### src/rtl/pipelined_processor.sv
`default_nettype none
// ============================================================================
//  Module   : pipelined_processor
//  Brief    : Three-stage (fetch / execute / writeback) 16-bit CPU with eight
//             registers (r7 = PC), operand forwarding from writeback, and a
//             ready-handshaked single-master data bus.
//  Revision : 1.0 - initial release
// ============================================================================
module pipelined_processor (
    input  logic        Clock,
    input  logic        Reset,
    input  logic [15:0] DataIn,
    input  logic [15:0] InstrIn,
    input  logic        DataReady,
    input  logic        Enable,
    output logic [15:0] DataOut,
    output logic [15:0] DataAddr,
    output logic [15:0] InstrAddr,
    output logic        WriteData,
    output logic        ReadData
);

    localparam logic [2:0] c_OP_MV    = 3'b000;
    localparam logic [2:0] c_OP_MVT_B = 3'b001;
    localparam logic [2:0] c_OP_ADD   = 3'b010;
    localparam logic [2:0] c_OP_SUB   = 3'b011;
    localparam logic [2:0] c_OP_LD    = 3'b100;
    localparam logic [2:0] c_OP_ST    = 3'b101;
    localparam logic [2:0] c_OP_AND   = 3'b110;
    localparam logic [2:0] c_OP_CMP   = 3'b111;
    localparam logic [2:0] c_PC       = 3'd7;

    // Architectural state
    logic [15:0]      pc_q, pc_d;
    logic [6:0][15:0] regs_q, regs_d;
    logic             z_q, z_d, n_q, n_d, c_q, c_d;

    // EX stage: ex_pc_q is the address of the word currently on InstrIn,
    // ex_valid_q is cleared when that word must be squashed.
    logic             ex_valid_q, ex_valid_d;
    logic [15:0]      ex_pc_q, ex_pc_d;

    // WB stage
    logic             wb_valid_q, wb_valid_d;
    logic             wb_ld_q, wb_ld_d;
    logic             wb_st_q, wb_st_d;
    logic             wb_wr_q, wb_wr_d;
    logic [2:0]       wb_rx_q, wb_rx_d;
    logic [15:0]      wb_res_q, wb_res_d;

    // Bus address / store data, held between accesses
    logic [15:0]      addr_q, addr_d;
    logic [15:0]      dout_q, dout_d;

    // Decode fields
    logic [2:0]       w_op;
    logic             w_m;
    logic [2:0]       w_rx;
    logic [2:0]       w_ry;
    logic [8:0]       w_d9;

    logic             w_stall;
    logic             w_wb_pc_load;
    logic             w_ex_live;
    logic             w_fwd_en;
    logic [15:0]      w_fwd_val;
    logic [15:0]      w_pc_plus1;
    logic [15:0]      w_rx_val;
    logic [15:0]      w_ry_val;
    logic [15:0]      w_op2;
    logic [16:0]      w_sum;
    logic [16:0]      w_diff;
    logic [15:0]      w_res;
    logic             w_flag_upd;
    logic             w_carry;
    logic             w_wr_reg;
    logic             w_is_ld;
    logic             w_is_st;
    logic             w_is_br;
    logic             w_cond;
    logic             w_take;
    logic [15:0]      w_target;
    logic [15:0]      w_br_target;

    // Operand read: r7 yields own address + 1, otherwise WB result wins over the file.
    function automatic logic [15:0] f_operand(
        input logic [2:0]       idx,
        input logic [6:0][15:0] rf,
        input logic [15:0]      pc_val,
        input logic             fwd_en,
        input logic [2:0]       fwd_idx,
        input logic [15:0]      fwd_val
    );
        logic [15:0] v;
        v = 16'd0;
        if (idx == c_PC) begin
            v = pc_val;
        end else if (fwd_en && (fwd_idx == idx)) begin
            v = fwd_val;
        end else begin
            case (idx)
                3'd0:    v = rf[0];
                3'd1:    v = rf[1];
                3'd2:    v = rf[2];
                3'd3:    v = rf[3];
                3'd4:    v = rf[4];
                3'd5:    v = rf[5];
                3'd6:    v = rf[6];
                default: v = 16'd0;
            endcase
        end
        return v;
    endfunction

    assign w_op = InstrIn[15:13];
    assign w_m  = InstrIn[12];
    assign w_rx = InstrIn[11:9];
    assign w_ry = InstrIn[2:0];
    assign w_d9 = InstrIn[8:0];

    assign w_stall      = ~Enable | (wb_valid_q & (wb_ld_q | wb_st_q) & ~DataReady);
    // A load into r7 redirects from WB, so whatever sits in EX is dead.
    assign w_wb_pc_load = wb_valid_q & wb_ld_q & (wb_rx_q == c_PC);
    assign w_ex_live    = ex_valid_q & ~w_wb_pc_load;
    assign w_fwd_en     = wb_valid_q & (wb_ld_q | wb_wr_q) & (wb_rx_q != c_PC);
    assign w_fwd_val    = wb_ld_q ? DataIn : wb_res_q;
    assign w_pc_plus1   = ex_pc_q + 16'd1;
    assign w_rx_val     = f_operand(w_rx, regs_q, w_pc_plus1, w_fwd_en, wb_rx_q, w_fwd_val);
    assign w_ry_val     = f_operand(w_ry, regs_q, w_pc_plus1, w_fwd_en, wb_rx_q, w_fwd_val);
    assign w_op2        = w_m ? {7'd0, w_d9} : w_ry_val;
    assign w_sum        = {1'b0, w_rx_val} + {1'b0, w_op2};
    assign w_diff       = {1'b0, w_rx_val} + {1'b0, ~w_op2} + 17'd1;
    assign w_br_target  = w_pc_plus1 + {{7{w_d9[8]}}, w_d9};

    // Decode and ALU for the instruction in EX
    always_comb begin
        w_res      = 16'd0;
        w_flag_upd = 1'b0;
        w_carry    = 1'b0;
        w_wr_reg   = 1'b0;
        w_is_ld    = 1'b0;
        w_is_st    = 1'b0;
        w_is_br    = 1'b0;
        case (w_op)
            c_OP_MV: begin
                w_res    = w_op2;
                w_wr_reg = 1'b1;
            end
            c_OP_MVT_B: begin
                if (w_m) begin
                    w_res    = {w_d9[7:0], 8'h00};
                    w_wr_reg = 1'b1;
                end else begin
                    w_is_br = 1'b1;
                end
            end
            c_OP_ADD: begin
                w_res      = w_sum[15:0];
                w_carry    = w_sum[16];
                w_flag_upd = 1'b1;
                w_wr_reg   = 1'b1;
            end
            c_OP_SUB: begin
                w_res      = w_diff[15:0];
                w_carry    = w_diff[16];
                w_flag_upd = 1'b1;
                w_wr_reg   = 1'b1;
            end
            c_OP_LD:  w_is_ld = 1'b1;
            c_OP_ST:  w_is_st = 1'b1;
            c_OP_AND: begin
                w_res      = w_rx_val & w_op2;
                w_flag_upd = 1'b1;
                w_wr_reg   = 1'b1;
            end
            c_OP_CMP: begin
                w_res      = w_diff[15:0];
                w_carry    = w_diff[16];
                w_flag_upd = 1'b1;
            end
            default: ;
        endcase
    end

    // Branch condition evaluated against the committed flags
    always_comb begin
        case (w_rx)
            3'd0:    w_cond = 1'b1;
            3'd1:    w_cond = z_q;
            3'd2:    w_cond = ~z_q;
            3'd3:    w_cond = ~c_q;
            3'd4:    w_cond = c_q;
            3'd5:    w_cond = ~n_q;
            3'd6:    w_cond = n_q;
            default: w_cond = 1'b0;
        endcase
    end

    assign w_take   = (w_wr_reg && (w_rx == c_PC)) || (w_is_br && w_cond);
    assign w_target = w_wr_reg ? w_res : w_br_target;

    // Next-state for every pipeline register; a stall leaves all of them as is
    always_comb begin
        pc_d       = pc_q;
        regs_d     = regs_q;
        z_d        = z_q;
        n_d        = n_q;
        c_d        = c_q;
        ex_valid_d = ex_valid_q;
        ex_pc_d    = ex_pc_q;
        wb_valid_d = wb_valid_q;
        wb_ld_d    = wb_ld_q;
        wb_st_d    = wb_st_q;
        wb_wr_d    = wb_wr_q;
        wb_rx_d    = wb_rx_q;
        wb_res_d   = wb_res_q;
        addr_d     = addr_q;
        dout_d     = dout_q;
        if (!w_stall) begin
            pc_d       = pc_q + 16'd1;
            ex_pc_d    = pc_q;
            ex_valid_d = 1'b1;
            wb_valid_d = 1'b0;
            wb_ld_d    = 1'b0;
            wb_st_d    = 1'b0;
            wb_wr_d    = 1'b0;
            for (int i = 0; i < 7; i++) begin
                if (w_fwd_en && (wb_rx_q == 3'(i))) begin
                    regs_d[i] = w_fwd_val;
                end
            end
            if (w_ex_live) begin
                if (w_flag_upd) begin
                    z_d = (w_res == 16'd0);
                    n_d = w_res[15];
                    c_d = w_carry;
                end
                if (w_wr_reg || w_is_ld || w_is_st) begin
                    wb_valid_d = 1'b1;
                    wb_ld_d    = w_is_ld;
                    wb_st_d    = w_is_st;
                    wb_wr_d    = w_wr_reg;
                    wb_rx_d    = w_rx;
                    wb_res_d   = w_res;
                end
                if (w_is_ld || w_is_st) begin
                    addr_d = w_ry_val;
                end
                if (w_is_st) begin
                    dout_d = w_rx_val;
                end
                if (w_take) begin
                    pc_d       = w_target;
                    ex_valid_d = 1'b0;
                end
            end
            if (w_wb_pc_load) begin
                pc_d       = DataIn;
                ex_valid_d = 1'b0;
            end
        end
    end

    // State registers with asynchronous clear
    always_ff @(posedge Clock or posedge Reset) begin
        if (Reset) begin
            pc_q       <= 16'd0;
            regs_q     <= '0;
            z_q        <= 1'b0;
            n_q        <= 1'b0;
            c_q        <= 1'b0;
            ex_valid_q <= 1'b0;
            ex_pc_q    <= 16'd0;
            wb_valid_q <= 1'b0;
            wb_ld_q    <= 1'b0;
            wb_st_q    <= 1'b0;
            wb_wr_q    <= 1'b0;
            wb_rx_q    <= 3'd0;
            wb_res_q   <= 16'd0;
            addr_q     <= 16'd0;
            dout_q     <= 16'd0;
        end else begin
            pc_q       <= pc_d;
            regs_q     <= regs_d;
            z_q        <= z_d;
            n_q        <= n_d;
            c_q        <= c_d;
            ex_valid_q <= ex_valid_d;
            ex_pc_q    <= ex_pc_d;
            wb_valid_q <= wb_valid_d;
            wb_ld_q    <= wb_ld_d;
            wb_st_q    <= wb_st_d;
            wb_wr_q    <= wb_wr_d;
            wb_rx_q    <= wb_rx_d;
            wb_res_q   <= wb_res_d;
            addr_q     <= addr_d;
            dout_q     <= dout_d;
        end
    end

    // While stalled, re-fetch the EX word so InstrIn presents it again afterwards
    assign InstrAddr = w_stall ? ex_pc_q : pc_q;
    assign ReadData  = wb_valid_q & wb_ld_q;
    assign WriteData = wb_valid_q & wb_st_q;
    assign DataAddr  = addr_q;
    assign DataOut   = dout_q;

endmodule
`default_nettype wire

### config.mk
export PLATFORM = sky130hd
export DESIGN_NAME = pipelined_processor
export DESIGN_NICKNAME = d
export VERILOG_FILES = /design/src/rtl/pipelined_processor.sv
export SDC_FILE = /design/constraint.sdc
export NUM_CORES = 1
export LEC_CHECK = 0
export BUFFER_PORTS_ARGS = -buffer_cell sky130_fd_sc_hd__buf_2
export CAP_MARGIN = 10
export CORE_ASPECT_RATIO = 0.7
export CORE_MARGIN = 10
export CORE_UTILIZATION = 43
export DETAILED_ROUTE_END_ITERATION = 10
export SYNTH_ARGS = -nofsm -noshare
export SYNTH_HDL_FRONTEND = slang
export SYNTH_SLANG_ARGS = --single-unit
### constraint.sdc
create_clock -name Clock -period 12.33 [get_ports Clock]
set_input_delay 1.8495 -clock Clock [delete_from_list [all_inputs] [get_ports Clock]]
set_output_delay 1.8495 -clock Clock [all_outputs]
set_load 0.005 [all_outputs]
Word-level counts from Yosys, hierarchy flattened
Cells that the tools add are included.
- multiplexer cells: 35
- reduce and logical (&&, ||, !) cells: 34
- bitwise gates (word level): 20
- add/subtract/negate cells: 6
- equal/unequal tests: 31
- operators with widths (operator ; count):
    $pmux 16 s7 ; 2
    $mux 16 ; 12
    $pmux 16 s5 ; 1
    $eq 3x3->1 const B ; 16
    $add 16x16->17 ; 2
    $add 16x1->16 const B ; 2
    $eq 3x2->1 const B ; 8
    $add 17x1->17 const B ; 1
    $mux 1 ; 17
    $add 16x16->16 ; 1
    $and 16x16->16 ; 1
    $logic_not 16->1 ; 1
    $not 16->16 ; 1
    $reduce_and 2->1 ; 7
    $eq 3x1->1 const B ; 4
    $logic_not 3->1 ; 4
    $reduce_and 3->1 ; 4
    $logic_and 1x1->1 ; 11
    $and 1x1->1 ; 8
    $reduce_or 4->1 ; 2
    $not 1->1 ; 7
    $pmux 1 s7 ; 1
    $eq 3x3->1 ; 2
    $logic_or 1x1->1 ; 4
    4 further kinds ; 7
- output and inout bits: 50
- input port bits: 36
- register bits: 203

Longest topological paths before layout
- depth in word-level cells: 15
- gate-level depth with buffers: 21

Worst setup path before layout
Ideal clock, no wire load.
- path type: input port to flip-flop
- start point: input InstrIn[9]
- end point: register wb_res_q[13]
- arrival: 6301 ps
- setup time: 121 ps
- stages: 18
- data required time: 12209 ps
- slack: 5908 ps
- buffers on the path: 3
- cells stage by stage: clkbuf_1 > buf_1 > clkbuf_1 > mux4_2 > o211ai_1 > o21ai_0 > a21oi_1 > inv_1 > ha_1 > nand2b_1 > a211oi_1 > o211ai_1 > o221a_2 > a221oi_1 > nor2_1 > or4_4 > and2_4 > a22o_1
- longest elaborated chain between the ends: 7
- ends and longest elaborated chain (what ; RTL line ; text):
    start: declaration ; 13 ; input logic [15:0] InstrIn,
    $eq 3x3->1, or another cell as far along ; 101 ; case (idx)
    $pmux 16 s7 / $logic_and 1x1->1 (equally long branches) ; 101, 98 ;
    $mux 16 ; 98 ; end else if (fwd_en && (fwd_idx == idx)) begin
    $mux 16 (*) ; 96 ; if (idx == c_PC) begin
    net w_rx_val[1] ; 68 ; logic [15:0] w_rx_val;
    $add 16x16->17 ; 132 ; assign w_diff = {1'b0, w_rx_val} + {1'b0, ~w_op2} + 17'd1;
    $add 17x1->17 ; 132 ;
    $pmux 16 s5 (*) ; 144 ; case (w_op)
    end signal: assignment ; 295 ; wb_res_q <= wb_res_d;
    end: declaration ; 49 ; logic [15:0] wb_res_q, wb_res_d;
Mark *: on every way through the listed nets, which the timed path passes. The rest lies on a longest branch.
A chain may end at the register's enable or synchronous reset.

Worst setup path after layout
- start point: input InstrIn[10]
- end point: register z_q
- longest elaborated chain between the ends: 8
- ends and longest elaborated chain (what ; RTL line ; text):
    $eq 3x3->1, or another cell as far along ; 101 ;
    $pmux 16 s7 / $logic_and 1x1->1 (equally long branches) ; 101, 98 ;
    $mux 16 ; 98 ;
    $mux 16 (*) ; 96 ;
    net w_rx_val[0] ; 68 ;
    $add 16x16->17 ; 132 ;
    $add 17x1->17 ; 132 ;
    $pmux 16 s5 (*) ; 144 ;
    $logic_not 16->1 (*) ; 234 ; z_d = (w_res == 16'd0);
    end signal: assignment ; 285 ; z_q <= z_d;
    end: declaration ; 36 ; logic z_q, z_d, n_q, n_d, c_q, c_d;
Marks and branches as above.

==> impl_results.md <==
- Routability cong.: 1.00
- Drt wl/cell: approximately 26 µm
- CTS tree: done
- Syn Std Cell Area: between 10,000 and 15,000 µm²
- P_int: approximately 2.1 mW
- Placed Cells: 2,058
- Status: complete, no violations
- Highest clock rate: roughly 0.13 GHz
- Mapped Cells: ~1,600
- Fillers: between 3,000 and 4,000
- IO buf count: 85
- Largest net degree at the start of global routing: about 130
- Crit path kind: input port to flop
- Tmin final: roughly 7700 ps
- Logic gate share of total power: about half
- Clk root buf: clkbuf_16
- Top cells by count, synth: dfrtp_1 (203), nor2_1 (187), nand2_1 (160), a21oi_1 (154), o21ai_0 (91)
- Slowest CP cell: o21ai_0
- Clk_lat worst skew: roughly 540 ps
- Area share of the largest cell type after synthesis: 35.7%
- CP max stage delay: 700 ps
- Unique masters post-synth: a little over 90
- Worst Max-Slew Pin Slew: between 1000 and 1500 ps
- Flop-to-flop setup slack: 6020 ps
- Min-Delay Endpoint: DataAddr[7]
- Die Wd: between 200 and 250 µm
- Initial antenna violation count: 1
- Syn_nets: 1,714
- Yosys top cell by area: dfrtp_1
- Cell Chain, Critical Path: buf_2, clkinv_1, nor2_1, a21oi_1, o22ai_1, a31oi_1, o21ai_0, inv_1, ha_1, fa_1, nor2b_1, o2111ai_1, nand3_1, or4b_1, a21oi_1, o41ai_1, or3b_1, nand4bb_1, o31ai_2
- R2R Path End: pc_q[13]
- R2R depth: 18
- Hold Path Origin: DataAddr[7]
- Post-DP HPWL: about 40 mm
- Max_slew headroom: 14.2%
- Clock transition at path regs: 70 ps
- CP Capture Type: flop
- Syn Area/Cell: slightly below 9 µm²
- Leakage power: 6.94 nW
- First-pass GRT wire length: roughly 83 mm
- Post-CTS Hold Buffers: 0
- Worst path bufs/invs: 3
- 1st-iter DRT viols: 1,913
- Peak fanout along the critical path: 36
- Nets: 1,743
- Initial Utilization: about 44%
- Period utilization: between 60% and 70%
- Pre-antenna DRT Iters: 6
- P&R area growth vs syn: 10.3%
- Share of power burned in registers: between 30% and 40%
- Tot Pwr: between 3 and 4 mW
- WHS Path Cells: 2
- Vias per cell: around 6.5
- Sequential share of the synthesized area: a little over a third
- Hold WC Path Type: flop to flop
- Routed WL: roughly 56 mm
- #FFs+latches synth: between 200 and 250
- Net switching power: between 1.5 and 2 mW
- DR DRC count: 0
- Die Ht: between 150 and 200 µm
- Power density over cell area: approximately 240 nW/µm²
- Post-Layout Cell Count: between 2,000 and 2,500
- CP startpoint kind: input port
- RSZ-0062 raised after global routing: false
- CP delay by family, top: simple AND/OR/NAND/NOR gates
- Worst EP required: about 13,000 ps
- Total GRT Usage: approximately a quarter
- Die footprint: 40,900 µm²
- Post_cts resized: 0
- CP arrival: 8150 ps
- Count leader, synth: dfrtp_1
- Clk sink count: between 200 and 250
- Sw frac: 45.0%
- Async SR Flop Fraction: 100%
- Synthesis Warnings: 0
- Reg2reg start: wb_ld_q
- Num CTS Buffers: 22
- Clock tree buffer depth: 3
- Top cell by count, worst path: a21oi_1
- Setup TNS: 0 ps
- Setup Buffers After CTS: 0
- Maximum VDD drop: around 0.11 mV
- Remaining Overflow, GRT: 0
- Number of I/O pins: 86
- Final Hold Viols: 0
- Number of global-route vias before repair: roughly 13,000
- Synth top area cells: dfrtp_1 (36%), a21oi_1 (5.4%), nor2_1 (4.9%), mux2_2 (4.7%), ha_1 (4.3%)
- Htree depth: 1
- Share of layout cells above drive strength 1: between 10% and 20%
- Max Clock Skew: approximately 22 ps
- Max-cap violations: 0
- DR vias: between 10,000 and 15,000
- Post-synth top flop: dfrtp_1
- CORE AREA: 32,500 µm²
- Setup-failing EPs final: 0
- Util after Layout: between 40% and 50%
- Area of the multi-input gates: between 8000 and 9000 µm²
- Antenna viol nets, final: 0
- Slew Limit Fails: 0
- Register area: around 5100 µm²
- FP Rows: 55
- Clock power frac: a little under a fifth
- Number of enable-type register cells in the synthesized netlist: 0
==> power groups by stage <==
stage / combinational, mW / sequential (mW) / clock (mW)
2_1_floorplan: 1.22 / 1.13 / 0
3_3_place_gp: 1.75 / 1.23 / 0
3_5_place_dp: 1.76 / 1.23 / 0
4_1_cts: 1.77 / 1.23 / 0.701
5_1_grt: 1.97 / 1.27 / 0.727
6_report: 1.83 / 1.24 / 0.694
==> tightest hold or removal path, stage by stage (launching register included) <==
cell and delay (ps):
dfrtp_1 340, nand2_1 40, o21ai_0 60
==> flip-flops by register name (all words and copies together) (netlist names) <==
signal,cells
z_q,1
wb_ld_q,1
ex_pc_q,16
wb_wr_q,1
pc_q,16
c_q,1
wb_rx_q,3
regs_q,112
n_q,1
wb_res_q,16
DataAddr,16
wb_valid_q,1
DataOut,16
ex_valid_q,1
wb_st_q,1
==> stage by stage <==
step                      area, µm²  hold slack, ps  worst slack (ps)
after floorplan               14200             438              4940
after global placement        15000             450              4410
after detailed placement      15000             459              4370
after CTS                     15700             472              4900
after global routing          15700             497              4240
final                         15700             477              4620
==> worst max path at each step <==
stage | start | end | slack (ps) | cells after the start
6_report | InstrIn[10] | z_q | 4620 | 19
5_1_grt | InstrIn[10] | pc_q[10] | 4240 | 19
4_1_cts | InstrIn[10] | z_q | 4900 | 19
3_5_place_dp | InstrIn[10] | z_q | 4370 | 19
3_3_place_gp | InstrIn[10] | z_q | 4410 | 19
2_1_floorplan | Reset | DataAddr[0] | 4940 | 1
==> logic make-up after synthesis <==
| logic type | share of synthesized area (%) |
|---|---|
| AOI/OAI and AO/OA | 23.3 |
| DFF | 35.7 |
| buffers and inverters | 4.99 |
| muxes | 11.5 |
| xor gates and xnor gates | 3.02 |
| adders and majority gates | 4.73 |
| and+or+nand+nor | 16.8 |
==> placed cells by master, fill, tap and decap left out, types with 14 or more instances in the layout <==
cell type	synthesis	layout
dfrtp_1	203	203
nor2_1	187	185
nand2_1	160	160
a21oi_1	154	154
o21ai_0	91	91
buf_2	8	85
mux2_2	60	60
mux2i_1	58	58
inv_1	57	56
ha_1	49	49
nand3_1	35	35
xnor2_1	33	33
nor3_1	31	30
buf_4	5	29
o211ai_1	26	26
a221o_1	23	23
clkbuf_16	0	23
a31oi_1	22	22
a22oi_1	21	21
and3_1	18	18
nor2b_1	17	17
xor2_1	16	16
mux4_2	15	15
a22o_1	14	14
==> per-layer routing <==
| metal | GRT usage (%) | share of wire [%] | vias to the layer above |
|---|---|---|---|
| met3 | 8.14 | 14 | 104 |
| li1 | - | - | 6018 |
| met5 | 0 | 0 | - |
| met4 | 5.92 | 2.3 | 0 |
| met2 | 36.2 | 39 | 919 |
| met1 | 40.0 | 45 | 6591 |
==> layout make-up <==
cell class | count | share of cell area (%)
inverter | 58 | 1.43
clock inverter | 11 | 0.773
multi-input combinational | 1256 | 54.0
sequential | 203 | 32.4
tap | 427 | 3.40
clock buffer | 27 | 3.89
antenna | 2 | 0.0319
timing repair buffer | 114 | 4.10
Note: power is estimated with default switching activity, not from simulation.
